### src/rtl/npu_host_seq.sv
// Host-side sequencer that drives a full NPU inference (load, conv1/conv2, fc1 stream, readback) over the BRAM-style port.
// Define NPU_HOST_SEQ_PERF_EN to add the o_cyc_cnt busy-cycle counter.
module npu_host_seq #(
    parameter int          IMG_WORDS  = 60,
    parameter int          WC_WORDS   = 3,
    parameter int          FC2_WORDS  = 3,
    parameter int          FC1_GROUPS = 330,
    parameter int          SRC_AW     = 10,
    parameter int          CONV_WAIT  = 256,
    parameter int          FC_GAP     = 8,
    parameter logic [15:0] RD_ADDR    = 16'h6000
) (
    input  logic              i_clk,
    input  logic              i_rst,
    input  logic              i_start,
    output logic              o_busy,
    output logic              o_done,
    output logic [23:0]       o_result,
    output logic [SRC_AW-1:0] o_src_addr,
    input  logic [31:0]       i_src_rdata,
    output logic              o_ena,
    output logic              o_wea,
    output logic [15:0]       o_addra,
    output logic [31:0]       o_dina,
    input  logic [31:0]       i_douta
`ifdef NPU_HOST_SEQ_PERF_EN
    ,
    output logic [31:0]       o_cyc_cnt
`endif
);

    localparam int FC1_BASE = IMG_WORDS + WC_WORDS + FC2_WORDS;
    localparam int WAIT_MAX = (CONV_WAIT > FC_GAP) ? CONV_WAIT : FC_GAP;
    localparam int WW       = (WAIT_MAX > 1) ? $clog2(WAIT_MAX) : 1;
    localparam int GW       = (FC1_GROUPS > 1) ? $clog2(FC1_GROUPS) : 1;
    localparam logic [2:0] SEL_CTRL = 3'b101;

    localparam logic [3:0] S_IDLE    = 4'd0;
    localparam logic [3:0] S_LD_IMG  = 4'd1;
    localparam logic [3:0] S_LD_WC   = 4'd2;
    localparam logic [3:0] S_LD_FC2  = 4'd3;
    localparam logic [3:0] S_TRIG1   = 4'd4;
    localparam logic [3:0] S_WAIT1   = 4'd5;
    localparam logic [3:0] S_NEXT1   = 4'd6;
    localparam logic [3:0] S_TRIG2   = 4'd7;
    localparam logic [3:0] S_WAIT2   = 4'd8;
    localparam logic [3:0] S_NEXT2   = 4'd9;
    localparam logic [3:0] S_FC_LOOP = 4'd10;
    localparam logic [3:0] S_RD      = 4'd11;
    localparam logic [3:0] S_CAP     = 4'd12;
    localparam logic [3:0] S_FIN     = 4'd13;

    logic [3:0]  r_state;
    logic [11:0] r_idx;
    logic [2:0]  r_sub;
    logic [WW-1:0] r_wait;
    logic [GW-1:0] r_grp;
    logic [23:0] r_result;

    logic              w_ld_last;
    logic [3:0]        w_ld_next;
    logic [2:0]        w_ld_sel;
    logic [SRC_AW-1:0] w_ld_base;
    logic              w_unused;

    assign w_unused = ^i_douta[31:24];

    always_comb begin
        w_ld_last = 1'b0;
        w_ld_next = S_IDLE;
        w_ld_sel  = 3'b000;
        w_ld_base = '0;
        case (r_state)
            S_LD_IMG: begin
                w_ld_last = (r_idx == 12'(IMG_WORDS - 1));
                w_ld_next = S_LD_WC;
                w_ld_sel  = 3'b001;
            end
            S_LD_WC: begin
                w_ld_last = (r_idx == 12'(WC_WORDS - 1));
                w_ld_next = S_LD_FC2;
                w_ld_sel  = 3'b010;
                w_ld_base = SRC_AW'(IMG_WORDS);
            end
            S_LD_FC2: begin
                w_ld_last = (r_idx == 12'(FC2_WORDS - 1));
                w_ld_next = S_TRIG1;
                w_ld_sel  = 3'b100;
                w_ld_base = SRC_AW'(IMG_WORDS + WC_WORDS);
            end
            default: ;
        endcase
    end

    // r_sub sequences the sub-steps of a region word (0=fetch, 1=write) and of an fc1 group (0..4).
    always_ff @(posedge i_clk or posedge i_rst) begin
        if (i_rst) begin
            r_state  <= S_IDLE;
            r_idx    <= '0;
            r_sub    <= '0;
            r_wait   <= '0;
            r_grp    <= '0;
            r_result <= '0;
        end else begin
            case (r_state)
                S_IDLE: begin
                    if (i_start) begin
                        r_state  <= S_LD_IMG;
                        r_result <= '0;
                        r_idx    <= '0;
                        r_sub    <= '0;
                    end
                end
                S_LD_IMG, S_LD_WC, S_LD_FC2: begin
                    if (r_sub == 3'd0) begin
                        r_sub <= 3'd1;
                    end else begin
                        r_sub <= 3'd0;
                        if (w_ld_last) begin
                            r_idx   <= '0;
                            r_state <= w_ld_next;
                        end else begin
                            r_idx <= r_idx + 12'd1;
                        end
                    end
                end
                S_TRIG1: begin
                    r_wait  <= '0;
                    r_state <= S_WAIT1;
                end
                S_WAIT1: begin
                    if (r_wait == WW'(CONV_WAIT - 1)) r_state <= S_NEXT1;
                    else                              r_wait  <= r_wait + 1'b1;
                end
                S_NEXT1: r_state <= S_TRIG2;
                S_TRIG2: begin
                    r_wait  <= '0;
                    r_state <= S_WAIT2;
                end
                S_WAIT2: begin
                    if (r_wait == WW'(CONV_WAIT - 1)) r_state <= S_NEXT2;
                    else                              r_wait  <= r_wait + 1'b1;
                end
                S_NEXT2: begin
                    r_grp   <= '0;
                    r_sub   <= '0;
                    r_wait  <= '0;
                    r_state <= S_FC_LOOP;
                end
                S_FC_LOOP: begin
                    case (r_sub)
                        3'd0, 3'd1, 3'd2: r_sub <= r_sub + 3'd1;
                        3'd3: begin
                            r_wait <= '0;
                            r_sub  <= 3'd4;
                        end
                        3'd4: begin
                            if (r_wait == WW'(FC_GAP - 1)) begin
                                r_wait <= '0;
                                r_sub  <= 3'd0;
                                if (r_grp == GW'(FC1_GROUPS - 1)) r_state <= S_RD;
                                else                              r_grp   <= r_grp + 1'b1;
                            end else begin
                                r_wait <= r_wait + 1'b1;
                            end
                        end
                        default: r_sub <= 3'd0;
                    endcase
                end
                S_RD:  r_state <= S_CAP;
                S_CAP: begin
                    r_result <= i_douta[23:0];
                    r_state  <= S_FIN;
                end
                S_FIN:   r_state <= S_IDLE;
                default: r_state <= S_IDLE;
            endcase
        end
    end

    always_comb begin
        o_ena      = 1'b0;
        o_wea      = 1'b0;
        o_addra    = 16'h0000;
        o_dina     = 32'h0;
        o_src_addr = '0;
        case (r_state)
            S_LD_IMG, S_LD_WC, S_LD_FC2: begin
                o_src_addr = w_ld_base + SRC_AW'(r_idx);
                if (r_sub[0]) begin
                    o_ena   = 1'b1;
                    o_wea   = 1'b1;
                    o_addra = {1'b0, w_ld_sel, r_idx};
                    o_dina  = i_src_rdata;
                end
            end
            S_TRIG1, S_TRIG2, S_NEXT1, S_NEXT2: begin
                o_ena   = 1'b1;
                o_wea   = 1'b1;
                o_addra = {1'b0, SEL_CTRL, 12'd0};
                o_dina  = ((r_state == S_NEXT1) || (r_state == S_NEXT2)) ? 32'h8 : 32'h1;
            end
            S_FC_LOOP: begin
                o_src_addr = SRC_AW'(FC1_BASE) + SRC_AW'(r_grp);
                case (r_sub)
                    3'd1: begin
                        o_ena   = 1'b1;
                        o_wea   = 1'b1;
                        o_addra = {1'b0, 3'b011, 12'd0};
                        o_dina  = i_src_rdata;
                    end
                    3'd2, 3'd3: begin
                        o_ena   = 1'b1;
                        o_wea   = 1'b1;
                        o_addra = {1'b0, SEL_CTRL, 9'd0, r_sub};
                    end
                    default: ;
                endcase
            end
            S_RD: begin
                o_ena   = 1'b1;
                o_addra = RD_ADDR;
            end
            default: ;
        endcase
    end

    assign o_busy   = (r_state != S_IDLE) && (r_state != S_FIN);
    assign o_done   = (r_state == S_FIN);
    assign o_result = r_result;

`ifdef NPU_HOST_SEQ_PERF_EN
    logic [31:0] r_cyc_cnt;

    always_ff @(posedge i_clk or posedge i_rst) begin
        if (i_rst)                             r_cyc_cnt <= '0;
        else if (r_state == S_IDLE && i_start) r_cyc_cnt <= '0;
        else if (o_busy)                       r_cyc_cnt <= r_cyc_cnt + 32'd1;
    end

    assign o_cyc_cnt = r_cyc_cnt;
`endif

endmodule
### config.mk
export PLATFORM = sky130hd
export DESIGN_NAME = npu_host_seq
export DESIGN_NICKNAME = d
export VERILOG_FILES = /design/src/rtl/npu_host_seq.sv
export SDC_FILE = /design/constraint.sdc
export NUM_CORES = 1
export LEC_CHECK = 0
export BUFFER_PORTS_ARGS = -buffer_cell sky130_fd_sc_hd__buf_4
export CAP_MARGIN = 20
export CORE_MARGIN = 2
export CORE_UTILIZATION = 25
export CTS_CLUSTER_SIZE = 20
export DETAILED_ROUTE_END_ITERATION = 16
export SKIP_LAST_GASP = 1
export SLEW_MARGIN = 25
export SYNTH_ARGS = -nofsm -noshare
export SYNTH_HDL_FRONTEND = slang
export SYNTH_SLANG_ARGS = --single-unit
### constraint.sdc
create_clock -name i_clk -period 4.2 [get_ports i_clk]
set_input_delay 0.84 -clock i_clk [delete_from_list [all_inputs] [get_ports i_clk]]
set_output_delay 0.84 -clock i_clk [all_outputs]
set_load 0.05 [all_outputs]
==> impl_metrics.toml <==
[final_layout]
drive_gt1_share_pct = 28.5
nNetsFinal = 697
fillers = 1682
finalInstanceArea_um2 = 5710
multi_input_area_um2 = 2430
area.sequential_um2 = 1500
antenna_cells = 0
areaGrowthSynthToFinish_pct = 38.2

[logic_synthesis]
synthFlopType = "dfrtp_1"
yosysSeqAreaShare_pct = 36.4
ys_warn_count = 0
synth.cell_area_um2 = 4130
synth_top_area_share_pct = 36.4
syn-num-nets = 566
synth_cells = 480
synth_xor_area_share_pct = 4.88
synth_compound_area_share_pct = 21.9
async_flop_share_pct = 100
yosys-top-cells-count = "dfrtp_1, nand2_1, and2_1"
synth-edff-count = 0
synth_fa_ha_area_share_pct = 5.94
synth_top_family_by_area = "simple AND/OR/NAND/NOR gates"
muxShareOfSynthArea_pct = 0.515
ys_seq_elements = 60
synth.area.top_cells = "dfrtp_1, a22o_1, ha_1"
synth_most_common_cell = "dfrtp_1"
synth_simple_gate_area_share_pct = 25.2
synth_cell_types = 63
yosysTopAreaCell = "dfrtp_1"
syn_avg_cell_area_um2 = 8.60

[global_routing]
antenna_found_initial = 0
grt_pass1_vias = 4050
grt_first_pass_wirelength_um = 20000
grtUsageTotal_pct = 13.9
grt_max_degree = 38
gr-total-overflow = 0

[route]
wl_met2_um = 6190
final_antenna_net_count = 0
drt_iter0_drc = 259
viasPerCell = 4.96
top_layer_used = "met4"
via_count = 4125
met3_length_um = 1010
first_pass_iters = 5
totalWireLength_um = 12600
wirelength_met1_um = 5290
post-route-drc-count = 0
wl_per_cell_um = 15.1

[status]
status = "finished, final reports clean"

[timing]
min_period_over_period_pct = 93.3
tns_ns = 0
finalSetupViolations = 0
hold_violations = 0
slew_viol_final = 0
fin_skew_ns = 0.00428
maxClockFrequency_mhz = 255
hold_slack_ns = 0.501
maxSlewHeadroom_pct = 35.5
layout_setup_ws_ns = 0.282
fin_crit_ns = 3.92
rsz0062_at_grt = "no"
tightestPinTransition_ns = 0.967

[setup_path]
cp_cell_sequence = "nor2_1, buf_4, and2_1, ha_1, nor2b_1, o21a_1, o21ai_0, a21boi_0, o21a_1, o31ai_2, buf_4"
crit_path_max_fanout = 13
r2r_setup_slack_ns = 1.26
reg2reg_depth = 8
cp-start-kind = "register"
worstReg2RegStart = "r_sub[0]"
critPathCaptureType = "primary output"
r2r-end = "r_state[0]"
slowest_stage = "dfrtp_1"
arrival_ns = 3.08
setup.worst_path.class = "register to primary output"
worst-endpoint-required_ns = 3.36
cp_slowest_stage_delay_ns = 0.37

[floorplanning]
die_x_um = 133
die_area_um2 = 17600
initial_core_util_pct = 25.8
core_um2 = 16000
pin_count = 153
rows = 46
dieHeight_um = 133

[worst_hold_path]
hp-start = "o_result[4]"
whs_path_depth = 1
worstHoldEndpoint = "o_result[4]"
hold_path.class = "register to register"

[placed_design]
dp_slack_ns = 0.619
gp_congestion = 0.866
place.port_buffers = 143
hpwl_um = 9690
placed_area_um2 = 5420

[pwr]
power.density_nw_per_um2 = 238
finalPower_mw = 1.36
p_leak_nw = 2.77
vdd_drop_max_v = 0.000189

[clock_tree]
h-tree-depth = 3
cts_buffers = 9
clk_path_buf_depth = 2
cts_hold_buffers = 0
cts_tree = "built"
cts_setup_buffers = 0
clk_pin_slew_ns = 0.05
clkLatencyLatePin_ns = 0.32
cts_resized = 0
cts_root_buf = "clkbuf_16"
cts_sinks = 60

[job]
drv_cap = 0
==> per-stage QoR <==
step / cells / utilization, %
floorplan: 480 / -
global placement: 816 / 33.9
detailed placement: 816 / 33.9
CTS: 831 / 35.7
global route: 831 / 35.7
finish: 831 / 35.7
==> per-layer routing <==
layer / up-vias / GRT usage [%]
li1: 1974 / -
met1: 1973 / 16.7
met2: 171 / 24.2
met3: 7 / 4.29
met4: 0 / 3.41
met5: - / 0
==> worst max-delay path by stage <==
stage	start	endpoint	slack, ns	cells after the start
2_1_floorplan	r_state[3]	o_src_addr[8]	0.15	14
3_3_place_gp	r_state[2]	o_src_addr[6]	0.67	11
3_5_place_dp	r_state[2]	o_src_addr[6]	0.62	11
4_1_cts	r_state[2]	o_src_addr[6]	0.26	11
5_1_grt	r_state[2]	o_src_addr[6]	0.09	11
6_report	r_state[2]	o_src_addr[6]	0.28	11
==> layout by cell type, fill, tap and decap left out, drive strengths merged, types with 7 or more instances in the layout <==
master  instances
a21oi          20
ha             18
nand2          42
buf           153
nor2           31
and3           16
xor2           14
dfrtp          60
xnor2           9
nor3            8
clkbuf         14
inv            16
nand3          28
o21ai          32
a22o           27
a21o            7
nor2b           7
and2           34
==> kinds of logic after synthesis <==
| kind of cell | after synthesis |
|---|---|
| and+or+nand+nor | 197 |
| AOI/OAI and AO/OA | 129 |
| DFF | 60 |
| buffers and inverters | 49 |
| xor gates and xnor gates | 23 |
| adders and majority gates | 19 |
| muxes | 2 |
| other | 1 |
==> registers in the layout, summed over array words and instances, names as in the netlist <==
register / cells
r_idx: 12
o_result: 24
r_grp: 9
r_wait: 8
r_state: 4
r_sub: 3
==> final cells by class <==
type                    count  area share (%)
flip-flops and latches     60            26.3
clock inverters             1          0.0877
clock buffers              14            4.98
inverters                  16            1.05
well taps                 216            4.73
repair buffers            153            20.3
multi-input cells         371            42.5
==> power by group <==
group	switching, mW	total [mW]	internal [mW]
Clock	0.253	0.713	0.459
Combinational	0.0245	0.0614	0.0369
Sequential	0.00212	0.582	0.580
Total	0.280	1.36	1.08
==> worst max-delay path: cells and delay by family (launching register included) <==
family / cells / cell delay, ns
buffers and inverters: 2 / 0.47
adders and majority gates: 1 / 0.32
AOI/OAI and AO/OA: 5 / 0.98
DFF: 1 / 0.37
and+or+nand+nor: 3 / 0.62
No activity file was read; power rests on OpenSTA's default activity.
